===== src/rtl/freq_meter.sv =====
// rtl/freq_meter.sv - gated edge counter measuring the frequency of an asynchronous input
module freq_meter #(
    parameter int CLK_FREQ  = 100000000,
    parameter int GATE_RATE = 1,
    parameter int CNT_BITS  = 28
) (
    input  logic                clk_in,
    input  logic                reset,
    input  logic                sig_in,
    input  logic                enable,
    output logic [CNT_BITS-1:0] freq_count,
    output logic                valid,
    output logic                overflow,
    output logic                busy
);

    localparam int GATE_CYCLES = CLK_FREQ / GATE_RATE;
    localparam int GW = (GATE_CYCLES > 1) ? $clog2(GATE_CYCLES) : 1;
    localparam logic [GW-1:0] GATE_LAST = GW'(GATE_CYCLES - 1);
    localparam logic [CNT_BITS-1:0] CNT_MAX = '1;

    typedef enum logic {
        IDLE,
        MEASURE
    } state_t;

    state_t state, state_next;

    logic                sync1, sync2, hist;
    logic [1:0]          prime_cnt;
    logic                primed;
    logic                rise;
    logic [GW-1:0]       gate_cnt;
    logic [CNT_BITS-1:0] edge_cnt;
    logic                ovf;
    logic                terminal;
    logic                at_max;

    // The synchronizer powers up cleared, so a high sig_in at reset release looks
    // like a rising edge; the first three cycles are masked to hide it.
    always_ff @(posedge clk_in) begin
        if (reset) begin
            sync1     <= 1'b0;
            sync2     <= 1'b0;
            hist      <= 1'b0;
            prime_cnt <= 2'd0;
        end else begin
            sync1 <= sig_in;
            sync2 <= sync1;
            hist  <= sync2;
            if (!primed) begin
                prime_cnt <= prime_cnt + 2'd1;
            end
        end
    end

    assign primed   = (prime_cnt == 2'd3);
    assign rise     = sync2 & ~hist & primed;
    assign terminal = (state == MEASURE) && (gate_cnt == GATE_LAST);
    assign at_max   = (edge_cnt == CNT_MAX);

    always_ff @(posedge clk_in) begin
        if (reset) begin
            state <= IDLE;
        end else begin
            state <= state_next;
        end
    end

    always_comb begin
        state_next = state;
        case (state)
            IDLE:    if (enable)  state_next = MEASURE;
            MEASURE: if (!enable) state_next = IDLE;
            default: state_next = IDLE;
        endcase
    end

    always_ff @(posedge clk_in) begin
        if (reset) begin
            gate_cnt   <= '0;
            edge_cnt   <= '0;
            ovf        <= 1'b0;
            freq_count <= '0;
            valid      <= 1'b0;
            overflow   <= 1'b0;
            busy       <= 1'b0;
        end else begin
            valid <= 1'b0;
            busy  <= (state_next == MEASURE);
            if (terminal) begin
                // Terminal-cycle edge is folded in so back-to-back windows lose nothing.
                freq_count <= (rise && at_max) ? CNT_MAX
                                               : edge_cnt + {{(CNT_BITS-1){1'b0}}, rise};
                overflow   <= ovf | (rise & at_max);
                valid      <= 1'b1;
                gate_cnt   <= '0;
                edge_cnt   <= '0;
                ovf        <= 1'b0;
            end else if (state == MEASURE && enable) begin
                gate_cnt <= gate_cnt + GW'(1);
                if (rise) begin
                    if (at_max) begin
                        ovf <= 1'b1;
                    end else begin
                        edge_cnt <= edge_cnt + CNT_BITS'(1);
                    end
                end
            end else begin
                gate_cnt <= '0;
                edge_cnt <= '0;
                ovf      <= 1'b0;
            end
        end
    end

endmodule


===== config.mk =====
export PLATFORM = sky130hd
export DESIGN_NAME = freq_meter
export DESIGN_NICKNAME = d
export VERILOG_FILES = /design/src/rtl/freq_meter.sv
export SDC_FILE = /design/constraint.sdc
export NUM_CORES = 1
export LEC_CHECK = 0
export CORE_ASPECT_RATIO = 0.75
export CORE_MARGIN = 5
export CORE_UTILIZATION = 45
export DETAILED_ROUTE_END_ITERATION = 12
export PLACE_DENSITY = 0.75
export SYNTH_ARGS = -nofsm -noshare
export SYNTH_HDL_FRONTEND = slang
export SYNTH_SLANG_ARGS = --single-unit

===== constraint.sdc =====
create_clock -name clk_in -period 4.2 [get_ports clk_in]
set_clock_uncertainty 0.05 [all_clocks]
set_input_delay 0.63 -clock clk_in [delete_from_list [all_inputs] [get_ports clk_in]]
set_output_delay 0.63 -clock clk_in [all_outputs]
set_load 0.005 [all_outputs]

==> reports/metrics.yaml <==
die:
  core_area_mm2: 0.00962
  initial_core_util: 0.458
  die_area_mm2: 0.0119
  die_h_um: 95.7
  pin_count: 35
  die_w_um: 124
  num_rows: 31
worst_setup_path:
  worst-path-buf-inv: 1
  cp_cell_sequence: "ha_1, nand3b_1, inv_1, ha_1, nand3_1, nor4_1, nand4_1, xnor2_1, a211oi_1"
  cp_slowest_stage_delay_ns: 0.85
  path_class: "reg -> reg"
  critPathCaptureType: "flip-flop"
  path_max_fanout: 5
  arrival_ns: 3.19
  path_delay_family: "simple AND/OR/NAND/NOR gates"
  cp_common_cell: "ha_1"
  cp_data_required_time_ns: 4.34
  start_kind: "flip-flop"
  crit_slowest_cell: "nor4_1"
power:
  ir_worst_vdd_uv: 218
  p_leak_uw: 0.00156
  powerDensity_mw_per_mm2: 331
sta:
  finalCritPeriodShare: 0.728
  tightest_slew_ns: 1.09
  drv_slew: 0
  period_needed_ns: 3.06
  clock.fmax_mhz: 327
  rsz0062_at_grt: "no"
  relSlewSlack: 0.275
  hold_viol: 0
  hold_ws_ns: 0.413
  finalSetupViolations: 0
  setup_tns_ns: 0
  setup_ws_ns: 1.14
place:
  dp_cells: 657
  dp_slack_ns: 1.17
  place.gp.congestion: 0.937
  io_buffers: 34
  hpwl_um: 7410
grt:
  grt_pass1_vias: 3504
  grt_max_degree: 36
  grt_overflow: 0
  antenna_found_initial: 0
  grt_pass1_wl_um: 17400
  grt_usage: 0.178
yosys:
  syn-mean-instance-area_um2: 8.53
  synth-edff-count: 0
  yosysTopAreaCellShare: 0.418
  synth_area_mm2: 0.00441
  synthTopCellsByArea: "dfxtp_1 (42%), xnor2_1 (7.7%), nor2_1 (6.7%)"
  ys_top_cells_by_count: "dfxtp_1 (92), nor2_1 (79), xnor2_1 (39)"
  yosys.area.top_type: "dfxtp_1"
  syn-instance-count: 517
  async_flop_share: 0
  synth_sequential_area_ratio: 0.418
  synth-seq-cells: 92
  synth_cell_types: 49
  synth_most_common_cell: "dfxtp_1"
  ys_warn_count: 0
  syn-num-nets: 526
  synth_top_flop_cell: "dfxtp_1"
cells_and_area:
  register_area_mm2: 0.00184
  nets: 545
  nFillCells: 925
  multi_input_area_mm2: 0.00235
  final_cells: 673
  areaGrowthSynthToFinish_pct: 15.1
  antenna_cells: 0
  post-route-util: 0.528
  drive_gt1_frac: 0.0536
detailed_routing:
  totalWireLength_um: 10200
  viasPerCell: 5.48
  via_count: 3688
  remaining_drc_errors: 0
  first_pass_iters: 5
  drtIter0Drc: 264
  wl_per_cell_um: 15.1
  ant_nets: 0
cts:
  cts.sinks: 92
  clk_pin_slew_worst_paths_ns: 0.07
  cts_hold_buf: 0
  cts_tree: "done"
  insertion_delay_ns: 0.34
  postCtsSetupBuffers: 0
  root_buffer: "clkbuf_16"
  cts_max_path_buffers: 2
  h-tree-depth: 3
  cts_resized: 0
  numCtsBuffers: 9
run:
  cap_violations: 0
run_status:
  status: "finished clean"
min_path:
  hp-class: "reg -> reg"
## worst register-to-register path, delay by kind of cell, from the launching register on
family	cells	cell delay, ns
buffers and inverters	1	0.21
adder cells (fa/ha/maj)	2	0.44
AND/OR/NAND/NOR	4	1.50
AO/OA/AOI/OAI	1	0.11
XOR/XNOR	1	0.26
flip-flops	1	0.34
## layout by cell type (no fill, tap or decap), drive strengths merged, types with 6 or more instances in the layout
master and n:
a211oi 31, a21oi 16, and2 7, and3 11, clkbuf 11, clkdlybuf4s50 34, dfxtp 92, inv 23
nand2 36, nand3 26, nand4 27, nor2 79, nor3 8, nor4 9, o21ai 10, or3 10
or4 6, xnor2 39, xor2 15
## metal layers
metal	track usage	vias to the layer above	routed length [um]	part of all wire
met2	0.266	140	4140	0.41
li1	-	1854	-	-
met4	0.0310	0	54	0.0053
met5	0	-	0	0
met3	0.0621	5	891	0.087
met1	0.252	1689	5100	0.50
## kinds of logic after synthesis
family / count (synthesis) / synth area share
XOR/XNOR: 54 / 0.107
adder cells (fa/ha/maj): 5 / 0.0142
AND/OR/NAND/NOR: 234 / 0.276
flip-flops: 92 / 0.418
multiplexers: 5 / 0.0114
AO/OA/AOI/OAI: 77 / 0.125
buffers and inverters: 50 / 0.0494
## worst paths after layout
path                                                start                          end  slack (ns)  cells past startpoint
worst min register to register           sync1$_SDFF_PP0_             sync2$_SDFF_PP0_        0.41                      1
worst max-delay path            prime_cnt[0]$_SDFFE_PP0P_  freq_count[25]$_SDFFE_PP0P_        1.14                      9
worst min-delay path                     sync1$_SDFF_PP0_             sync2$_SDFF_PP0_        0.41                      1
worst max register to register  prime_cnt[0]$_SDFFE_PP0P_  freq_count[25]$_SDFFE_PP0P_        1.14                      9
## through the flow
step / area, um2 / power (uW)
after floorplan: 4410 / 923
after global placement: 4800 / 932
after detailed placement: 4800 / 935
after CTS: 5080 / 1690
after global routing: 5080 / 1730
final: 5080 / 1680
## state kept, by name, summed over array words and instances (netlist names)
register    count
valid           1
gate_cnt       27
hist            1
sync1           1
ovf             1
prime_cnt       2
edge_cnt       28
sync2           1
overflow        1
busy            1
freq_count     28
## cell type report
cell class              count  area share
well taps                 132      0.0325
clock buffers              11      0.0478
inverters                  21      0.0155
clock inverters             5     0.00690
multi-input cells         375       0.463
repair buffers             37      0.0715
flip-flops and latches     92       0.363
## where the power goes
part	switching, uW	internal [uW]
clock network	344	420
registers	4.32	878
logic	19.5	12.6
Note: power is estimated with default switching activity, not from simulation.
